File: config.mk
export PLATFORM = sky130hd
export DESIGN_NAME = decompress_ctrl
export DESIGN_NICKNAME = d
export VERILOG_FILES = /design/src/rtl/kyber_pkg.sv /design/src/rtl/decompress_module.sv /design/src/rtl/decompress_ctrl.sv
export SDC_FILE = /design/constraint.sdc
export NUM_CORES = 1
export LEC_CHECK = 0
export ABC_CLOCK_PERIOD_IN_PS = 12550
export CORE_ASPECT_RATIO = 1.2
export CORE_MARGIN = 2
export CORE_UTILIZATION = 40
export CTS_CLUSTER_SIZE = 24
export DETAILED_ROUTE_END_ITERATION = 8
export PLACE_DENSITY_LB_ADDON = 0.12
export SLEW_MARGIN = 25
export SYNTH_ARGS = -nofsm -noshare
export SYNTH_HDL_FRONTEND = slang
export SYNTH_SLANG_ARGS = --single-unit
File: constraint.sdc
create_clock -name clk -period 12.55 [get_ports clk]
set_input_delay 3.765 -clock clk [delete_from_list [all_inputs] [get_ports clk]]
set_output_delay 3.765 -clock clk [all_outputs]
set_load 0.01 [all_outputs]
File: src/rtl/kyber_pkg.sv
// -----------------------------------------------------------------------------
// kyber_pkg
// Shared constants and types for the Kyber polynomial decompression path.
//   Q            : Kyber modulus
//   N            : coefficients per polynomial
//   DMAX         : widest supported compressed field
//   D_*          : the legal compression widths
//   decompress_state_t : controller FSM encoding
//   is_legal_d() : true when a requested width is one the controller supports
// -----------------------------------------------------------------------------
package kyber_pkg;

  localparam int Q    = 3329;
  localparam int N    = 256;
  localparam int DMAX = 11;

  localparam logic [3:0] D_1  = 4'd1;
  localparam logic [3:0] D_4  = 4'd4;
  localparam logic [3:0] D_5  = 4'd5;
  localparam logic [3:0] D_10 = 4'd10;
  localparam logic [3:0] D_11 = 4'd11;

  typedef enum logic [1:0] {
    ST_IDLE  = 2'd0,
    ST_RUN   = 2'd1,
    ST_FLUSH = 2'd2,
    ST_DONE  = 2'd3
  } decompress_state_t;

  function automatic logic is_legal_d(input logic [3:0] d);
    return (d == D_1) || (d == D_4) || (d == D_5) || (d == D_10) || (d == D_11);
  endfunction

endpackage

File: src/rtl/decompress_module.sv
// -----------------------------------------------------------------------------
// decompress_module
// Combinational Kyber decompression: result = (Q*x + 2^(d-1)) >> d.
// Ports:
//   x      in  11  compressed field (only the low d bits are meaningful)
//   d      in   4  compression width, 1..11
//   result out 12  decompressed coefficient, 0..Q-1
// -----------------------------------------------------------------------------
module decompress_module
  import kyber_pkg::*;
(
  input  logic [10:0] x,
  input  logic [3:0]  d,
  output logic [11:0] result
);

  logic [23:0] prod;
  logic [23:0] rnd;
  logic [23:0] sum;
  logic [23:0] shifted;

  always_comb begin
    // Q*x < 2^23 for x < 2^11, so 24 bits hold the rounded sum without overflow.
    prod    = 24'(Q) * {13'd0, x};
    rnd     = (d == 4'd0) ? 24'd0 : (24'd1 << 4'(d - 4'd1));
    sum     = prod + rnd;
    shifted = sum >> d;
    result  = shifted[11:0];
  end

endmodule

File: src/rtl/decompress_ctrl.sv
// -----------------------------------------------------------------------------
// decompress_ctrl
// Sequences one polynomial decompression: unpacks a LSB-first byte stream of
// d-bit fields into 256 coefficients, decompresses each through
// decompress_module and presents them, registered, on a valid/ready stream.
// Ports:
//   clk, rst            clock, synchronous active-high reset
//   start, d_sel        begin a polynomial with width d_sel (1,4,5,10,11)
//   busy, done, err     status: running, end pulse, illegal-width pulse
//   in_data/in_valid/in_ready        byte input stream
//   coef_out/coef_idx/coef_valid/coef_ready   coefficient output stream
// -----------------------------------------------------------------------------
module decompress_ctrl
  import kyber_pkg::*;
(
  input  logic        clk,
  input  logic        rst,
  input  logic        start,
  input  logic [3:0]  d_sel,
  output logic        busy,
  output logic        done,
  output logic        err,
  input  logic [7:0]  in_data,
  input  logic        in_valid,
  output logic        in_ready,
  output logic [11:0] coef_out,
  output logic [7:0]  coef_idx,
  output logic        coef_valid,
  input  logic        coef_ready
);

  decompress_state_t state_q, state_d;
  logic [3:0]  d_q, d_d;
  logic [8:0]  bytes_left_q, bytes_left_d;
  logic [8:0]  coefs_left_q, coefs_left_d;
  logic [7:0]  idx_q, idx_d;
  logic [23:0] buf_q, buf_d;
  logic [4:0]  bitcnt_q, bitcnt_d;
  logic [11:0] coef_out_q, coef_out_d;
  logic [7:0]  coef_idx_q, coef_idx_d;
  logic        coef_valid_q, coef_valid_d;
  logic        err_q, err_d;

  logic        accept;
  logic        extract;
  logic [10:0] x_mask;
  logic [10:0] x_c;
  logic [23:0] merged;
  logic [11:0] dp_result;

  decompress_module u_dp (
    .x      (x_c),
    .d      (d_q),
    .result (dp_result)
  );

  always_comb begin
    state_d      = state_q;
    d_d          = d_q;
    bytes_left_d = bytes_left_q;
    coefs_left_d = coefs_left_q;
    idx_d        = idx_q;
    buf_d        = buf_q;
    bitcnt_d     = bitcnt_q;
    coef_out_d   = coef_out_q;
    coef_idx_d   = coef_idx_q;
    coef_valid_d = coef_valid_q;
    err_d        = 1'b0;

    // Keep at most 16 bits buffered before taking a byte so it always fits in 24.
    in_ready = (state_q == ST_RUN) && (bitcnt_q <= 5'd16) && (bytes_left_q != 9'd0);
    accept   = in_valid && in_ready;
    extract  = (state_q == ST_RUN) && (bitcnt_q >= 5'(d_q)) &&
               (!coef_valid_q || coef_ready);

    x_mask = 11'((12'h001 << d_q) - 12'h001);
    // Extraction only needs bits already buffered, so the pre-append buffer suffices.
    x_c    = buf_q[10:0] & x_mask;

    // The new byte lands above the bits held before this edge, then the shift applies.
    merged = buf_q | (accept ? (24'(in_data) << bitcnt_q) : 24'd0);
    if (accept) begin
      bytes_left_d = bytes_left_q - 9'd1;
    end
    buf_d    = extract ? (merged >> d_q) : merged;
    bitcnt_d = 5'(bitcnt_q + (accept ? 5'd8 : 5'd0) - (extract ? 5'(d_q) : 5'd0));

    if (extract) begin
      coef_out_d   = dp_result;
      coef_idx_d   = idx_q;
      coef_valid_d = 1'b1;
      idx_d        = idx_q + 8'd1;
      coefs_left_d = coefs_left_q - 9'd1;
    end else if (coef_ready) begin
      coef_valid_d = 1'b0;
    end

    case (state_q)
      ST_IDLE: begin
        if (start) begin
          if (is_legal_d(d_sel)) begin
            d_d          = d_sel;
            bytes_left_d = {d_sel, 5'd0};
            coefs_left_d = 9'(N);
            idx_d        = 8'd0;
            buf_d        = 24'd0;
            bitcnt_d     = 5'd0;
            state_d      = ST_RUN;
          end else begin
            err_d = 1'b1;
          end
        end
      end
      ST_RUN: begin
        // 256*d is a whole number of bytes, so buffer and byte count are empty here.
        if (extract && (coefs_left_q == 9'd1)) begin
          state_d = ST_FLUSH;
        end
      end
      ST_FLUSH: begin
        if (!coef_valid_q || coef_ready) begin
          state_d = ST_DONE;
        end
      end
      ST_DONE: begin
        state_d = ST_IDLE;
      end
      default: begin
        state_d = ST_IDLE;
      end
    endcase
  end

  always_ff @(posedge clk) begin
    if (rst) begin
      state_q      <= ST_IDLE;
      d_q          <= 4'd0;
      bytes_left_q <= 9'd0;
      coefs_left_q <= 9'd0;
      idx_q        <= 8'd0;
      buf_q        <= 24'd0;
      bitcnt_q     <= 5'd0;
      coef_out_q   <= 12'd0;
      coef_idx_q   <= 8'd0;
      coef_valid_q <= 1'b0;
      err_q        <= 1'b0;
    end else begin
      state_q      <= state_d;
      d_q          <= d_d;
      bytes_left_q <= bytes_left_d;
      coefs_left_q <= coefs_left_d;
      idx_q        <= idx_d;
      buf_q        <= buf_d;
      bitcnt_q     <= bitcnt_d;
      coef_out_q   <= coef_out_d;
      coef_idx_q   <= coef_idx_d;
      coef_valid_q <= coef_valid_d;
      err_q        <= err_d;
    end
  end

  assign busy       = (state_q == ST_RUN) || (state_q == ST_FLUSH);
  assign done       = (state_q == ST_DONE);
  assign err        = err_q;
  assign coef_out   = coef_out_q;
  assign coef_idx   = coef_idx_q;
  assign coef_valid = coef_valid_q;

endmodule

-- Word level (Yosys, flattened, before mapping)
Cells that the tools add are included.
- flip-flop bits (word level): 83
- input bits: 17
- word-level logic and storage cells: 95
- add/sub/neg operators: 8
- multiply operators: 1
- magnitude comparators: 2
- equal/unequal tests: 13
- shifts and indexed selects: 5
- mux-type cells: 31
- bitwise logic cells: 4
- reduce and logical (&&, ||, !) cells: 20
- operators by type and width (cell ; count):
    two-way mux 24 bit ; 6
    two-way mux 9 bit ; 8
    two-way mux 8 bit ; 4
    adder 23 x 24 -> 24 bit ; 1
    OR 24 bit ; 1
    << shifter 1 x 4 -> 24 bit, first input constant ; 1
    << shifter 8 x 5 -> 24 bit ; 1
    >> shifter 24 x 4 -> 12 bit ; 1
    >> shifter 24 x 4 -> 24 bit ; 1
    multiplier 12 x 11 -> 23 bit, first input constant ; 1
    subtractor 9 x 1 -> 9 bit, second input constant ; 2
    two-way mux 5 bit ; 3
    bitwise AND 11 bit ; 1
    << shifter 1 x 4 -> 11 bit, first input constant ; 1
    subtractor 11 x 1 -> 11 bit, second input constant ; 1
    == test 9 x 1 -> 1 bit, second input constant ; 1
    nonzero test 9 bit ; 1
    adder 8 x 1 -> 8 bit, second input constant ; 1
    == test 4 x 3 -> 1 bit, second input constant ; 2
    == test 4 bit, second input constant ; 2
    two-way mux 2 bit ; 4
    two-way mux 4 bit ; 2
    one-hot mux 2 bit (4 select lines) ; 1
    logical AND 1 bit ; 6
    other kinds (20) ; 31

-- Longest topological paths before layout
Gate-level depths: netlist of the first run.
- word-level depth: 11
- mapped depth: 29

-- Modules after synthesis
Synthesis of the first run repeated with hierarchy kept, for this count alone.
- cell total of the unflattened synthesis: 1242
- area total of the unflattened synthesis: 9855.7 sq um
- by module, submodules not included (module ; times used ; cells an instance ; area each (sq um) ; seq. area each (sq um)):
    decompress_ctrl ; 1 ; 768 ; 6054.6 ; 1661.6
    decompress_module ; 1 ; 474 ; 3801.1 ; 0.0

-- Worst setup path before layout of the first run
OpenSTA, ideal clock, no wires.
- kind: register to register
- start point: reg d_q[0]
- end point: reg coef_out_q[4] (netlist: coef_out[4])
- data arrival time: 6.350 ns
- required time: 12.413 ns
- path slack: 6.063 ns
- stages on the path, launching flop included: 24
- path through: dfxtp_1 buf_1 clkbuf_1 nor2_1 nand2_1 ha_1 clkbuf_1 nand2_1 a211o_1 a21boi_0 ha_1 ha_1 ha_1 fa_1 fa_1 ha_1 a21oi_1 o21ai_0 a211oi_1 nor3_1 or2_2 a222oi_1 mux4_2 a211oi_1
- longest elaborated chain between the ends: 6
- elaborated cells between the ends (all ways): 13
- classes of those cells: add/sub (3); mul (1); order compare (1); shift (3); mux (1); bitwise (1); reduce/logical (3)
- ends and longest elaborated chain (what ; RTL line ; RTL):
    from (decl) ; decompress_ctrl.sv:33 ; logic [3:0] d_q, d_d;
    from (signal assigned) ; decompress_ctrl.sv:137 ; d_q <= 4'd0;
    from (signal assigned) ; decompress_ctrl.sv:149 ; d_q <= d_d;
    << shifter 1 x 4 -> 11 bit ; decompress_ctrl.sv:76 ; x_mask = 11'((12'h001 << d_q) - 12'h001);
    subtractor 11 x 1 -> 11 bit ; decompress_ctrl.sv:76 ;
    bitwise AND 11 bit ; decompress_ctrl.sv:78 ; x_c = buf_q[10:0] & x_mask;
    multiplier 12 x 11 -> 23 bit ; decompress_module.sv:24 ; prod = 24'(Q) * {13'd0, x};
    adder 23 x 24 -> 24 bit ; decompress_module.sv:26 ; sum = prod + rnd;
    >> shifter 24 x 4 -> 12 bit ; decompress_module.sv:27 ; shifted = sum >> d;
    to (signal assigned) ; decompress_ctrl.sv:155 ; coef_out_q <= coef_out_d;
    to (decl) ; decompress_ctrl.sv:39 ; logic [11:0] coef_out_q, coef_out_d;
Parallel ways exist; a longest one is shown, timed or not.
A chain may end at the register's enable or synchronous reset.

-- Worst setup path after layout of the first run
- start point: reg d_q[0]
- end point: reg coef_out_q[7] (netlist: coef_out[7])
The elaborated chain is that of the path after synthesis.

==> results.sh, run 1 <==
export IMPL_fmax_mhz=129.3
export IMPL_timing_rr_end="coef_out[7]$_SDFFE_PP0P_"
export IMPL_holdCritStartpoint="coef_idx[4]$_SDFFE_PP0P_"
export IMPL_switchingPower_w=0.0006813
export IMPL_netlist_top_cell_by_area="dfxtp_1"
export IMPL_power_share_clock_pct=19.4
export IMPL_yosys_register_bits=83
export IMPL_cts_resized_gates=0
export IMPL_drc_errors=0
export IMPL_grt_pass1_vias=8879
export IMPL_cts_max_level=3
export IMPL_clk_insertion_delay_late_ns=0.37
export IMPL_cts_setup_buffers=0
export IMPL_synth_area_leaders="dfxtp_1 (18%), ha_1 (15%), nor2_1 (5.2%)"
export IMPL_slew_violations=0
export IMPL_routabilityCongestion=0.9536
export IMPL_min_path_cells=2
export IMPL_core_rowCount=61
export IMPL_setup_tns_ns=0
export IMPL_grt_start_max_net_pins=59
export IMPL_yosysSeqAreaShare_pct=17.75
export IMPL_maxSlewHeadroom_pct=37.06
export IMPL_pwr_share_seq_pct=26.8
export IMPL_yosys_cell_types_count=98
export IMPL_reg2reg_depth=22
export IMPL_r2r_start="d_q[0]$_SDFFE_PP0P_"
export IMPL_critical_path_class="register to register"
export IMPL_cts_buffer_depth=2
export IMPL_ys_warn_count=0
export IMPL_slowest_delay_ns=0.69
export IMPL_start_util_pct=40.61
export IMPL_dieHeight_um=171.6
export IMPL_antennaDiodeCount=0
export IMPL_drv_cap=0
export IMPL_fin_util_pct=44.59
export IMPL_portBuffers=41
export IMPL_r2r_slack_ns=4.82
export IMPL_numClockSinks=83
export IMPL_synth_area_um2=9360
export IMPL_grt_pass1_wl_mm=49.76
export IMPL_peakVddDrop_mv=0.09714
export IMPL_crit_path_cell_trace="inv_2, nor2_1, nand2_1, ha_1, nor2_1, nand2_1, a211o_1, a21boi_0, ha_1, ha_1, ha_1, fa_1, fa_1, ha_1, a21o_1, a2111oi_0, o21ai_0, xor2_1, nand2_1, o211a_1, or3_1, a311oi_1"
export IMPL_via_per_inst=6.083
export IMPL_power_share_combinational_pct=53.8
export IMPL_period_share_pct=61.60
export IMPL_first_iter_violations=671
export IMPL_drive_gt1_share_pct=8.340
export IMPL_cts_hold_buf=0
export IMPL_switching_share_pct=46.94
export IMPL_finalSetupViolations=0
export IMPL_crit_slowest_cell="a2111oi_0"
export IMPL_first_pass_iters=7
export IMPL_crit_start="d_q[0]$_SDFFE_PP0P_"
export IMPL_synth_cells=1165
export IMPL_tritoncts="yes"
export IMPL_power_static_leakage_nw=4.459
export IMPL_path_buf_inv=1
export IMPL_cp_arrival_ns=8.01
export IMPL_drtAntennaViolNets=0
export IMPL_crit_path_start_kind="register"
export IMPL_avgSynthCellArea_um2=8.035
export IMPL_path_clk_slew_ns=0.08
export IMPL_core_area_um2=23050
export IMPL_rsz0062_at_grt="false"
export IMPL_io_pins=42
export IMPL_dp_hpwl_mm=23.61
export IMPL_cts_root_buffer="clkbuf_16"
export IMPL_synth_top_area_share_pct=17.75
export IMPL_grt_overflow_total=0
export IMPL_hold_violations=0
export IMPL_critPathMaxFanout=37
export IMPL_numCtsBuffers=9
export IMPL_synth_edf_count=0
export IMPL_path_delay_family="adder cells"
export IMPL_min_to="coef_idx[4]$_SDFFE_PP0P_"
export IMPL_syn_num_nets=1311
export IMPL_wirelength_mm=31.39
export IMPL_grt_antenna_before_repair=0
export IMPL_tightest_slew_ns=0.9357
export IMPL_worstHoldPathType="register to register"
export IMPL_synthFlopType="dfxtp_1"
export IMPL_die_area_um2=24650
export IMPL_required_ns=12.83
export IMPL_nNetsFinal=1304
export IMPL_dieWidth_um=143.6
export IMPL_post_route_min_period_ns=7.731
export IMPL_run_status="finished clean"
export IMPL_vias=8991
export IMPL_intPower_w=0.0007702
export IMPL_async_reset_ff_share_pct=0
export IMPL_cp_common_cell="ha_1"
export IMPL_wire_per_inst_um=21.24
export IMPL_syn2layout_area_growth_pct=9.799
export IMPL_p_per_area_nw_per_um2=141.2
export IMPL_crit_path_end_kind="register"
export IMPL_worst_clock_skew_ns=0.01491
export IMPL_grt_usage_pct=26.16
-- area by class of cell --
| type | count | area (um2) |
|---|---|---|
| Fill cell | 2365 | 12770 |
| Multi-Input combinational cell | 953 | 7198 |
| Sequential cell | 83 | 1665 |
| Timing Repair Buffer | 53 | 500.5 |
| Tap cell | 315 | 394.1 |
| Clock buffer | 9 | 225.2 |
| Inverter | 58 | 217.7 |
| Clock inverter | 7 | 76.32 |
-- Yosys cell counts (6+ instances only) --
master	number
nor2_1	130
nand2_1	112
ha_1	111
dfxtp_1	83
a21oi_1	82
inv_1	53
clkbuf_1	47
mux2i_1	46
nor3_1	40
a211oi_1	36
nand3_1	28
o21ai_0	28
xor2_1	22
fa_1	18
and2_1	17
mux2_2	17
xnor2_1	17
buf_1	15
mux4_2	13
nand2b_1	13
nor2b_1	12
o21a_1	11
a21o_1	10
a211o_1	9
a22oi_1	9
o221ai_1	8
o22ai_1	8
a221oi_1	7
nand4_1	7
a2111oi_0	6
a31oi_1	6
and3_1	6
nor4_1	6
o21ai_1	6
o31ai_1	6
or3_1	6
-- how the worst max path moves through the flow --
stage / cells after the start / slack (ns) / endpoint
floorplan: 23 / 6.06 / coef_out[4]$_SDFFE_PP0P_
global placement: 22 / 5.02 / coef_out[7]$_SDFFE_PP0P_
detailed placement: 22 / 4.92 / coef_out[4]$_SDFFE_PP0P_
CTS: 22 / 4.88 / coef_out[7]$_SDFFE_PP0P_
global route: 22 / 4.39 / coef_out[7]$_SDFFE_PP0P_
finish: 22 / 4.82 / coef_out[7]$_SDFFE_PP0P_
-- power by group through the flow --
stage | sequential, W | clock, W | combinational, W
after floorplan | 0.000371 | 0 | 0.000553
after global placement | 0.000395 | 0 | 0.000771
after detailed placement | 0.000395 | 0 | 0.000772
after CTS | 0.000390 | 0.000287 | 0.000777
after global routing | 0.000397 | 0.000297 | 0.000860
final | 0.000390 | 0.000281 | 0.000781
-- sequential cells by signal (all words and copies together) (netlist names) --
signal        count
bitcnt_q          5
buf_q            24
bytes_left_q      9
coef_idx          8
coef_out         12
coef_valid        1
coefs_left_q      9
d_q               4
err               1
idx_q             8
state_q           2
-- per-layer routing --
layer  vias up  track usage (%)  routed length (um)
met5         -                0                   0
met4         0            12.66                1517
met3        93            3.424                1722
met2       356            44.12               15030
met1      4270            32.84               13120
li1       4272                -                   -
-- cells by family after synthesis --
family | Yosys count | synth area share (%)
AO/OA/AOI/OAI | 300 | 22.94
XOR/XNOR | 39 | 3.649
adder cells (fa/ha/maj) | 129 | 18.69
buffers and inverters | 129 | 5.587
flip-flops | 83 | 17.75
multiplexers | 78 | 10.48
other | 1 | 0.04006
AND/OR/NAND/NOR | 406 | 20.87
-- placed cells by master, fill, tap and decap left out, types with 8 or more instances in the layout --
| master | synthesis | final |
|---|---|---|
| mux2_2 | 17 | 17 |
| dfxtp_1 | 83 | 80 |
| xor2_1 | 22 | 22 |
| fa_1 | 18 | 18 |
| nor2_1 | 130 | 130 |
| ha_1 | 111 | 111 |
| and2_1 | 17 | 17 |
| a211o_1 | 9 | 9 |
| o221ai_1 | 8 | 8 |
| nand2_1 | 112 | 112 |
| nor2b_1 | 12 | 12 |
| clkdlybuf4s50_1 | 0 | 41 |
| o22ai_1 | 8 | 8 |
| nor3_1 | 40 | 40 |
| mux2i_1 | 46 | 46 |
| clkbuf_16 | 0 | 9 |
| o21ai_0 | 28 | 28 |
| mux4_2 | 13 | 13 |
| inv_1 | 53 | 53 |
| xnor2_1 | 17 | 17 |
| nand3_1 | 28 | 28 |
| nand2b_1 | 13 | 12 |
| buf_4 | 1 | 12 |
| a211oi_1 | 36 | 36 |
| o21a_1 | 11 | 11 |
| a21oi_1 | 82 | 82 |
| a21o_1 | 10 | 10 |
| a22oi_1 | 9 | 9 |
-- stage by stage --
| stage | power, W | setup WS (ns) | cell area [um2] | hold WS (ns) | instances |
|---|---|---|---|---|---|
| after global routing | 0.001553 | 4.391 | 10280 | 0.4759 | 1478 |
| after floorplan | 0.0009239 | 6.063 | 9360 | 0.4436 | 1165 |
| final | 0.001452 | 4.819 | 10280 | 0.4549 | 1478 |
| after global placement | 0.001166 | 5.021 | 9976 | 0.4424 | 1462 |
| after detailed placement | 0.001167 | 4.916 | 9976 | 0.4461 | 1462 |
| after CTS | 0.001453 | 4.885 | 10280 | 0.4573 | 1478 |
-- worst register-to-register path: stages (launching register included) --
cell       delay (ns)
dfxtp_2          0.34
inv_2            0.31
nor2_1           0.51
nand2_1          0.15
ha_1             0.35
nor2_1           0.22
nand2_1          0.08
a211o_1          0.29
a21boi_0         0.57
ha_1             0.35
ha_1             0.27
ha_1             0.32
fa_1             0.52
fa_1             0.43
ha_1             0.43
a21o_1           0.24
a2111oi_0        0.69
o21ai_0          0.21
xor2_1           0.41
nand2_1          0.11
o211a_1          0.21
or3_1            0.37
a311oi_1         0.26
(Power assumes the default switching activity.)
==> run 2: changes to the inputs <==
--- a/config.mk
+++ b/config.mk
@@ -5,7 +5,7 @@
 export SDC_FILE = /design/constraint.sdc
 export NUM_CORES = 1
 export LEC_CHECK = 0
-export ABC_CLOCK_PERIOD_IN_PS = 12550
+export ABC_CLOCK_PERIOD_IN_PS = 6300
 export CORE_ASPECT_RATIO = 1.2
 export CORE_MARGIN = 2
 export CORE_UTILIZATION = 40
==> constraint.sdc (replaced) <==
create_clock -name clk -period 6.3 [get_ports clk]
set_input_delay 1.89 -clock clk [delete_from_list [all_inputs] [get_ports clk]]
set_output_delay 1.89 -clock clk [all_outputs]
set_load 0.01 [all_outputs]
==> run 2 against run 1 <==
Effect of this change: final area increased by 3.8%; maximum frequency rose by 31%; hold slack improved by 0.0030 ns; core utilization up 1.7 points; die area unchanged; critical path depth down 2; register-to-register slack worse by 4.4 ns; first-iteration DRC count fell by 10%; critical path type unchanged; critical endpoint is now coef_out[4]$_SDFFE_PP0P_.
==> results.sh, run 2 (same netlist as run 1, synthesis figures left out) <==
export IMPL_run_status="finished clean"
export IMPL_drive_gt1_share_pct=12.51
export IMPL_required_ns=6.58
export IMPL_fin_util_pct=46.28
export IMPL_dieWidth_um=143.6
export IMPL_worst_clock_skew_ns=0.01489
export IMPL_regMostFlops="buf_q"
export IMPL_drc_errors=0
export IMPL_hold_violations=0
export IMPL_io_pins=42
export IMPL_drv_cap=0
export IMPL_cts_max_level=3
export IMPL_cts_root_buffer="clkbuf_16"
export IMPL_rsz0062_at_grt="false"
export IMPL_cts_setup_buffers=0
export IMPL_nNetsFinal=1348
export IMPL_dp_hpwl_mm=25.03
export IMPL_power_static_leakage_nw=4.694
export IMPL_numCtsBuffers=9
export IMPL_crit_slowest_cell="o21ai_0"
export IMPL_via_per_inst=6.032
export IMPL_tightest_slew_ns=0.9241
export IMPL_crit_path_start_kind="register"
export IMPL_fmax_mhz=169.0
export IMPL_min_to="coef_idx[2]$_SDFFE_PP0P_"
export IMPL_grt_start_max_net_pins=42
export IMPL_die_area_um2=24650
export IMPL_clk_insertion_delay_late_ns=0.36
export IMPL_wl_met2_mm=15.47
export IMPL_crit_path_end_kind="register"
export IMPL_cp_arrival_ns=6.20
export IMPL_wire_per_inst_um=21.19
export IMPL_cts_resized_gates=0
export IMPL_grt_antenna_before_repair=0
export IMPL_largest_reg_flops=24
export IMPL_start_util_pct=40.61
export IMPL_r2r_slack_ns=0.38
export IMPL_syn2layout_area_growth_pct=13.96
export IMPL_mostFrequentLayoutCells="nor2_1 (128), nand2_1 (112), ha_1 (111), a21oi_1 (81), dfxtp_1 (80)"
export IMPL_post_route_min_period_ns=5.917
export IMPL_grt_pass1_wl_mm=50.58
export IMPL_grt_usage_pct=26.62
export IMPL_critical_path_class="register to register"
export IMPL_wirelength_mm=32.25
export IMPL_core_rowCount=61
export IMPL_cts_hold_buf=0
export IMPL_first_pass_iters=6
export IMPL_dieHeight_um=171.6
export IMPL_wl_met3_mm=1.822
export IMPL_slew_violations=0
export IMPL_wl_met1_mm=13.55
export IMPL_routabilityCongestion=0.9370
export IMPL_crit_path_cell_trace="inv_2, buf_4, nand2_1, buf_4, nor2_1, fa_1, ha_1, inv_1, fa_1, inv_1, fa_1, ha_1, nand2_1, o21ai_0, a21oi_1, xnor2_1, nor2_1, a221o_1, mux4_2, a211oi_1"
export IMPL_grt_overflow_total=0
export IMPL_setup_tns_ns=0
export IMPL_final_common_cell="nor2_1"
export IMPL_holdCritStartpoint="coef_idx[2]$_SDFFE_PP0P_"
export IMPL_critPathMaxFanout=20
export IMPL_r2r_start="d_q[0]$_SDFFE_PP0P_"
export IMPL_core_area_um2=23050
export IMPL_tritoncts="yes"
export IMPL_numClockSinks=83
export IMPL_min_path_cells=2
export IMPL_timing_rr_end="coef_out[4]$_SDFFE_PP0P_"
export IMPL_vias=9180
export IMPL_drtAntennaViolNets=0
export IMPL_path_clk_slew_ns=0.07
export IMPL_portBuffers=41
export IMPL_cts_buffer_depth=2
export IMPL_cp_common_cell="fa_1"
export IMPL_highest_layer="met4"
export IMPL_p_per_area_nw_per_um2=274.9
export IMPL_worstHoldPathType="register to register"
export IMPL_grt_pass1_vias=8884
export IMPL_maxSlewHeadroom_pct=38.31
export IMPL_fillers=2401
export IMPL_reg2reg_depth=20
export IMPL_slowest_delay_ns=0.64
export IMPL_first_iter_violations=603
export IMPL_finalSetupViolations=0
export IMPL_antennaDiodeCount=0
export IMPL_peakVddDrop_mv=0.2081
export IMPL_period_share_pct=93.93
run 2: cell count changes in the layout (fill, tap and decap cells not counted), moves of 2 or more:
| cell | before | now |
|---|---|---|
| buf_4 | 12 | 56 |
| a2111oi_0 | 6 | 4 |
| a21boi_0 | 3 | 1 |
| nor2_1 | 130 | 128 |
| nor2_2 | 0 | 2 |
run 2: area by class of cell:
type,count,area [um2],share of cell area (%)
multi-input cells,953,7257,68.04
flip-flops and latches,83,1665,15.61
repair buffers,97,830.8,7.789
well taps,315,394.1,3.695
clock buffers,9,225.2,2.111
inverters,58,217.7,2.041
clock inverters,7,76.32,0.7155
run 2: worst max-delay path by stage:
stage                             start                       end  slack [ns]  cells past startpoint
global route        d_q[0]$_SDFFE_PP0P_  coef_out[9]$_SDFFE_PP0P_       0.004                     25
detailed placement  d_q[1]$_SDFFE_PP0P_  coef_out[9]$_SDFFE_PP0P_        0.11                     24
finish              d_q[0]$_SDFFE_PP0P_  coef_out[4]$_SDFFE_PP0P_        0.38                     20
floorplan           d_q[2]$_SDFFE_PP0P_  coef_out[4]$_SDFFE_PP0P_        0.02                     23
CTS                 d_q[1]$_SDFFE_PP0P_  coef_out[9]$_SDFFE_PP0P_        0.06                     24
global placement    d_q[0]$_SDFFE_PP0P_  coef_out[9]$_SDFFE_PP0P_        0.05                     24
run 2: power breakdown:
part	switching, W	internal, W	leakage (nW)	total (W)
sequential	0.000136	0.000643	0.675	0.000780
combinational	0.000952	0.000645	3.87	0.00160
clock	0.000273	0.000282	0.149	0.000555
total	0.00136	0.00157	4.69	0.00293
run 2: routing by layer:
metal / vias to the layer above / track usage, %
met5: - / 0
met4: 0 / 12.53
met3: 77 / 2.951
met2: 348 / 44.76
met1: 4405 / 34.01
li1: 4350 / -
run 2: critical path, delay by kind of cell (launching register included):
| kind | cells | cell delay, ns |
|---|---|---|
| DFF | 1 | 0.34 |
| muxes | 1 | 0.47 |
| xor gates and xnor gates | 1 | 0.42 |
| AOI/OAI and AO/OA | 4 | 1.29 |
| adders and majority gates | 5 | 2.08 |
| and+or+nand+nor | 4 | 0.60 |
| buffers and inverters | 5 | 0.64 |
run 2: through the flow:
| stage | area (um2) | worst slack [ns] | cells | hold slack (ns) | power [W] |
|---|---|---|---|---|---|
| floorplan | 9364 | 0.01565 | 1165 | 0.4436 | 0.001841 |
| global placement | 10310 | 0.04814 | 1506 | 0.4414 | 0.002363 |
| detailed placement | 10310 | 0.1136 | 1506 | 0.4475 | 0.002360 |
| CTS | 10610 | 0.06370 | 1522 | 0.4579 | 0.002922 |
| global route | 10670 | 0.003715 | 1522 | 0.4776 | 0.003126 |
| finish | 10670 | 0.3827 | 1522 | 0.4579 | 0.002933 |
==> run 3: changes to the inputs <==
--- a/config.mk
+++ b/config.mk
@@ -5,13 +5,14 @@
 export SDC_FILE = /design/constraint.sdc
 export NUM_CORES = 1
 export LEC_CHECK = 0
-export ABC_CLOCK_PERIOD_IN_PS = 6300
+export ABC_CLOCK_PERIOD_IN_PS = 6450
 export CORE_ASPECT_RATIO = 1.2
 export CORE_MARGIN = 2
 export CORE_UTILIZATION = 40
 export CTS_CLUSTER_SIZE = 24
 export DETAILED_ROUTE_END_ITERATION = 8
 export PLACE_DENSITY_LB_ADDON = 0.12
+export SETUP_SLACK_MARGIN = 0.3
 export SLEW_MARGIN = 25
 export SYNTH_ARGS = -nofsm -noshare
 export SYNTH_HDL_FRONTEND = slang
==> constraint.sdc (replaced) <==
create_clock -name clk -period 6.45 [get_ports clk]
set_input_delay 1.935 -clock clk [delete_from_list [all_inputs] [get_ports clk]]
set_output_delay 1.935 -clock clk [all_outputs]
set_load 0.01 [all_outputs]
==> run 3 against run 2 <==
Effect of this change: clock power down 3%; critical path depth up 2; via count down 1.6%; register-to-register slack better by 0.15 ns; sequential power down 2.8%; sequential share of layout area up 0.070 points; largest cell class unchanged; clock skew about the same.
==> results.sh, run 3 (same netlist as run 1, synthesis figures left out) <==
export IMPL_run_status="finished clean"
export IMPL_timing_rr_end="coef_out[2]$_SDFFE_PP0P_"
export IMPL_worstHoldPathType="register to register"
export IMPL_clk_insertion_delay_late_ns=0.36
export IMPL_regMostFlops="buf_q"
export IMPL_final_common_cell="nor2_1"
export IMPL_required_ns=6.69
export IMPL_p_per_area_nw_per_um2=267.4
export IMPL_routabilityCongestion=0.9333
export IMPL_finalPower_w=0.002840
export IMPL_grt_pass1_vias=8630
export IMPL_crit_end="coef_out[2]$_SDFFE_PP0P_"
export IMPL_tightest_slew_ns=0.8720
export IMPL_nNetsFinal=1339
export IMPL_fillers=2321
export IMPL_numClockSinks=83
export IMPL_wirelength_mm=31.36
export IMPL_hold_violations=0
export IMPL_rsz0062_at_grt="false"
export IMPL_pwr_share_seq_pct=26.7
export IMPL_vias=9029
export IMPL_post_route_min_period_ns=5.913
export IMPL_grt_start_max_net_pins=49
export IMPL_io_pins=42
export IMPL_die_area_um2=24650
export IMPL_power_share_combinational_pct=54.3
export IMPL_numCtsBuffers=9
export IMPL_cts_max_level=3
export IMPL_dieWidth_um=143.6
export IMPL_drtAntennaViolNets=0
export IMPL_crit_path_start_kind="register"
export IMPL_r2r_slack_ns=0.54
export IMPL_cts_buffer_depth=2
export IMPL_slew_violations=0
export IMPL_largest_reg_flops=24
export IMPL_finalSetupViolations=0
export IMPL_drc_errors=0
export IMPL_grt_overflow_total=0
export IMPL_power_share_clock_pct=19.0
export IMPL_peakVddDrop_mv=0.2638
export IMPL_first_iter_violations=511
export IMPL_switching_share_pct=46.40
export IMPL_drv_cap=0
export IMPL_maxSlewHeadroom_pct=40.36
export IMPL_dp_cells=1496
export IMPL_crit_start="d_q[3]$_SDFFE_PP0P_"
export IMPL_r2r_start="d_q[3]$_SDFFE_PP0P_"
export IMPL_grt_antenna_before_repair=0
export IMPL_first_pass_iters=5
export IMPL_syn2layout_area_growth_pct=13.45
export IMPL_cts_root_buffer="clkbuf_16"
export IMPL_antennaDiodeCount=0
export IMPL_tritoncts="yes"
export IMPL_dp_hpwl_mm=24.36
export IMPL_portBuffers=41
export IMPL_fmax_mhz=169.1
export IMPL_reg2reg_depth=22
export IMPL_mostFrequentLayoutCells="nor2_1 (129), nand2_1 (112), ha_1 (110), a21oi_1 (81), dfxtp_1 (80)"
export IMPL_final_cells=1513
export IMPL_wire_per_inst_um=20.73
export IMPL_critPathMaxFanout=10
export IMPL_grt_usage_pct=25.69
export IMPL_path_clk_slew_ns=0.08
export IMPL_core_area_um2=23050
export IMPL_core_rowCount=61
export IMPL_intPower_w=0.001522
export IMPL_crit_path_end_kind="register"
export IMPL_power_static_leakage_nw=4.646
export IMPL_critical_path_class="register to register"
export IMPL_start_util_pct=40.61
export IMPL_drive_gt1_share_pct=12.19
export IMPL_setup_tns_ns=0
export IMPL_grt_pass1_wl_mm=49.08
export IMPL_cp_arrival_ns=6.16
export IMPL_worst_clock_skew_ns=0.01468
export IMPL_via_per_inst=5.968
export IMPL_period_share_pct=91.68
export IMPL_dieHeight_um=171.6
export IMPL_switchingPower_w=0.001318
run 3: cell count changes in the layout (fill, tap and decap cells not counted), moves of 2 or more:
| cell | before | now |
|---|---|---|
| o21ai_1 | 7 | 9 |
| xor2_1 | 22 | 20 |
| xor2_2 | 0 | 2 |
| buf_4 | 56 | 47 |
| inv_6 | 1 | 3 |
| o21ai_0 | 27 | 25 |
run 3: routing by layer:
| metal | vias to the layer above | share of wire (%) | GRT usage [%] |
|---|---|---|---|
| li1 | 4341 | - | - |
| met1 | 4299 | 42 | 32.78 |
| met2 | 321 | 49 | 44.16 |
| met3 | 68 | 5.4 | 3.062 |
| met4 | 0 | 3.3 | 9.889 |
| met5 | - | 0 | 0 |
run 3: what timing repair did:
item,CTS,global route
endpoints found under the setup margin,1,10
pin swaps,0,1
gates resized for setup,1,17
hold buffers,0,0
setup buffers,0,1
hold endpoints to repair,0,0
run 3: worst min-delay path by stage:
stage                                   from                        to  slack (ns)  cells after the start
floorplan                idx_q[7]$_SDFF_PP0_  coef_idx[7]$_SDFFE_PP0P_        0.44                      2
global placement    coef_idx[7]$_SDFFE_PP0P_  coef_idx[7]$_SDFFE_PP0P_        0.44                      2
detailed placement  coef_idx[6]$_SDFFE_PP0P_  coef_idx[6]$_SDFFE_PP0P_        0.45                      2
CTS                 coef_idx[6]$_SDFFE_PP0P_  coef_idx[6]$_SDFFE_PP0P_        0.46                      2
global route        coef_idx[6]$_SDFFE_PP0P_  coef_idx[6]$_SDFFE_PP0P_        0.48                      2
finish              coef_idx[4]$_SDFFE_PP0P_  coef_idx[4]$_SDFFE_PP0P_        0.45                      2
run 3: through the flow:
stage                     hold WS, ns  utilization [%]  setup slack [ns]  area, um2
after CTS                      0.4570            45.77            0.3241      10550
final                          0.4545            46.07            0.5365      10620
after global placement         0.4433            44.44            0.2096      10240
after global routing           0.4826            46.07            0.3001      10620
after detailed placement       0.4472            44.44            0.2859      10240
after floorplan                0.4436                -            0.2834       9376
run 3: area by class of cell:
| type | count | area, um2 | area share, % |
|---|---|---|---|
| clock buffers | 9 | 225.2 | 2.121 |
| inverters | 58 | 217.7 | 2.050 |
| flip-flops and latches | 83 | 1665 | 15.68 |
| repair buffers | 88 | 763.2 | 7.187 |
| well taps | 315 | 394.1 | 3.712 |
| multi-input cells | 953 | 7279 | 68.55 |
| clock inverters | 7 | 73.82 | 0.6952 |
run 3: worst max-delay path: stages, from the launching register on:
cell and delay (ns):
dfxtp_1 0.35, nor2_2 0.18, nand2_1 0.12, ha_1 0.24
buf_4 0.17, xor2_1 0.15, and2_1 0.18, buf_4 0.15
ha_1 0.19, ha_1 0.27, ha_1 0.28, ha_1 0.32
fa_1 0.51, ha_1 0.44, a21o_1 0.22, a21oi_1 0.29
a211oi_1 0.10, a311o_1 0.33, a211oi_1 0.46, nand2b_1 0.23
a211oi_1 0.09, a211o_1 0.31, a22o_1 0.22
run 3: power by group through the flow:
stage	clock network [W]	registers, W	logic (W)
floorplan	0	0.000722	0.00108
global placement	0	0.000769	0.00152
detailed placement	0	0.000768	0.00152
CTS	0.000549	0.000758	0.00153
global route	0.000570	0.000774	0.00169
finish	0.000540	0.000758	0.00154
==> RTL change (settings of run 3) <==
Make the reset (`rst`) asynchronous in one clocked block. Comments in the files are not updated.
--- a/src/rtl/decompress_ctrl.sv
+++ b/src/rtl/decompress_ctrl.sv
@@ -131,7 +131,7 @@
     endcase
   end
 
-  always_ff @(posedge clk) begin
+  always_ff @(posedge clk or posedge rst) begin
     if (rst) begin
       state_q      <= ST_IDLE;
       d_q          <= 4'd0;
Function: differs if rst is asserted again (counterexample within 4 cycles, from zero or initial values and one cycle with rst high); with rst held inactive, the same outputs for 4 cycles.
==> RTL change against run 3 <==
- critical endpoint is now coef_out[7]$_DFFE_PP0P_
- area after synthesis rose by 0.87%
- via count fell by 3.1%
- routed wire length fell by 0.41%
- sequential cell count did not move
- first-iteration DRC count rose by 51%
- worst setup slack improved by 0.0076 ns
- final area barely moved
- global-route usage rose by 0.28 points
Power is left out: the tool's default activity adds up to more than one toggle a clock period on the data nets, which glitch-free logic cannot reach.
==> RTL change: results (changes against run 3) <==
[outcome]
status = finished, final reports clean

[detailed_routing]
dr_wl_met3_um = 1740  ; +2.3%
wire_per_inst_um = 21.2  ; +2.4%
drt-met1-wl_um = 13100  ; -1.5%
dr.pass1.iters = 7  ; +2
drtIter0Drc = 774  ; +51%
vias_per_cell = 5.95  ; -0.32%
dr_wl_met2_um = 15500  ; +1.0%

[critical_path]
cpPeakStageDelay_ns = 0.53  ; +0.02 ns
reg2reg_depth = 23  ; +4.5%
path_max_fanout = 43  ; +33
arrival_ns = 6.20  ; +0.04 ns

[global_routing]
use_met2 = 0.460  ; +0.0184
grt_pass1_vias = 8783  ; +1.8%
grt_usage = 0.260  ; +0.00277
grt_max_degree = 51  ; +4.1%
grt_pass1_wl_um = 49700  ; +1.2%
use_met3 = 0.0249  ; -0.00570

[placement]
placed_cell_area_um2 = 10300  ; +0.15%
dp_cells = 1454  ; -2.8%
port_buffers = 41  ; unchanged
hpwlAfterDp_um = 23900  ; -1.9%
dpl_worst_slack_ns = 0.252  ; -0.0341 ns

[sta]
worstMarginPinSlew_ns = 0.985  ; +0.113 ns
skew_ns = 0.0110  ; -0.00369 ns

[synthesis]
ys_top_cells_by_count = 117 x nor2_1, 112 x nand2_1, 111 x ha_1
ys_seq_area_frac = 0.220  ; +0.0425
synth.area.top_cells = dfrtp_1 22%, ha_1 15%, nor2_1 4.7%, mux2i_1 4.6%, nand2_1 4.5%
synth.avg_cell_area_um2 = 8.36  ; +4.0%

[layout]
fin_cells = 1471  ; -2.8%

## RTL change: cell count changes after synthesis, sizes merged, moves of 14 or more
cell,delta
a21oi,-17
dfxtp,-83
o21ai,+28
dfrtp,+83
a211oi,-17
nor3,-14
## RTL change: worst paths after layout
check                                   startpoint                 endpoint  slack [ns]
setup / recovery                d_q[3]$_DFFE_PP0P_  coef_out[7]$_DFFE_PP0P_        0.54
hold / removal             coef_idx[5]$_DFFE_PP0P_  coef_idx[5]$_DFFE_PP0P_        0.48
setup reg to reg                d_q[3]$_DFFE_PP0P_  coef_out[7]$_DFFE_PP0P_        0.54
hold reg to reg            coef_idx[5]$_DFFE_PP0P_  coef_idx[5]$_DFFE_PP0P_        0.48
max in group asynchronous                      rst       d_q[0]$_DFFE_PP0P_        3.51
min in group asynchronous                      rst  coef_idx[7]$_DFFE_PP0P_        1.88
## RTL change: cell families (layout without fill, tap and decap cells)
| group | count (synthesis) | after routing | share of synthesized area |
|---|---|---|---|
| xor gates and xnor gates | 46 | 46 | 0.0427 |
| AOI/OAI and AO/OA | 286 | 286 | 0.208 |
| muxes | 74 | 74 | 0.0948 |
| other | 1 | 1 | 0.000397 |
| DFF | 83 | 83 | 0.220 |
| and+or+nand+nor | 379 | 379 | 0.192 |
| adders and majority gates | 129 | 129 | 0.185 |
| buffers and inverters | 132 | 158 | 0.0570 |
## RTL change: area by class of cell
type,count,area [µm²],area share
inverter,62,234,0.0220
tap,315,394,0.0371
multi-input combinational,915,6920,0.651
clock buffer,9,225,0.0212
timing repair buffer,80,723,0.0680
clock inverter,7,51.3,0.00483
sequential,83,2080,0.196
## RTL change: what timing repair did
item | CTS | global route
setup endpoints to repair | 3 | 11
gates resized for setup | 4 | 18
pin swaps | 0 | 1
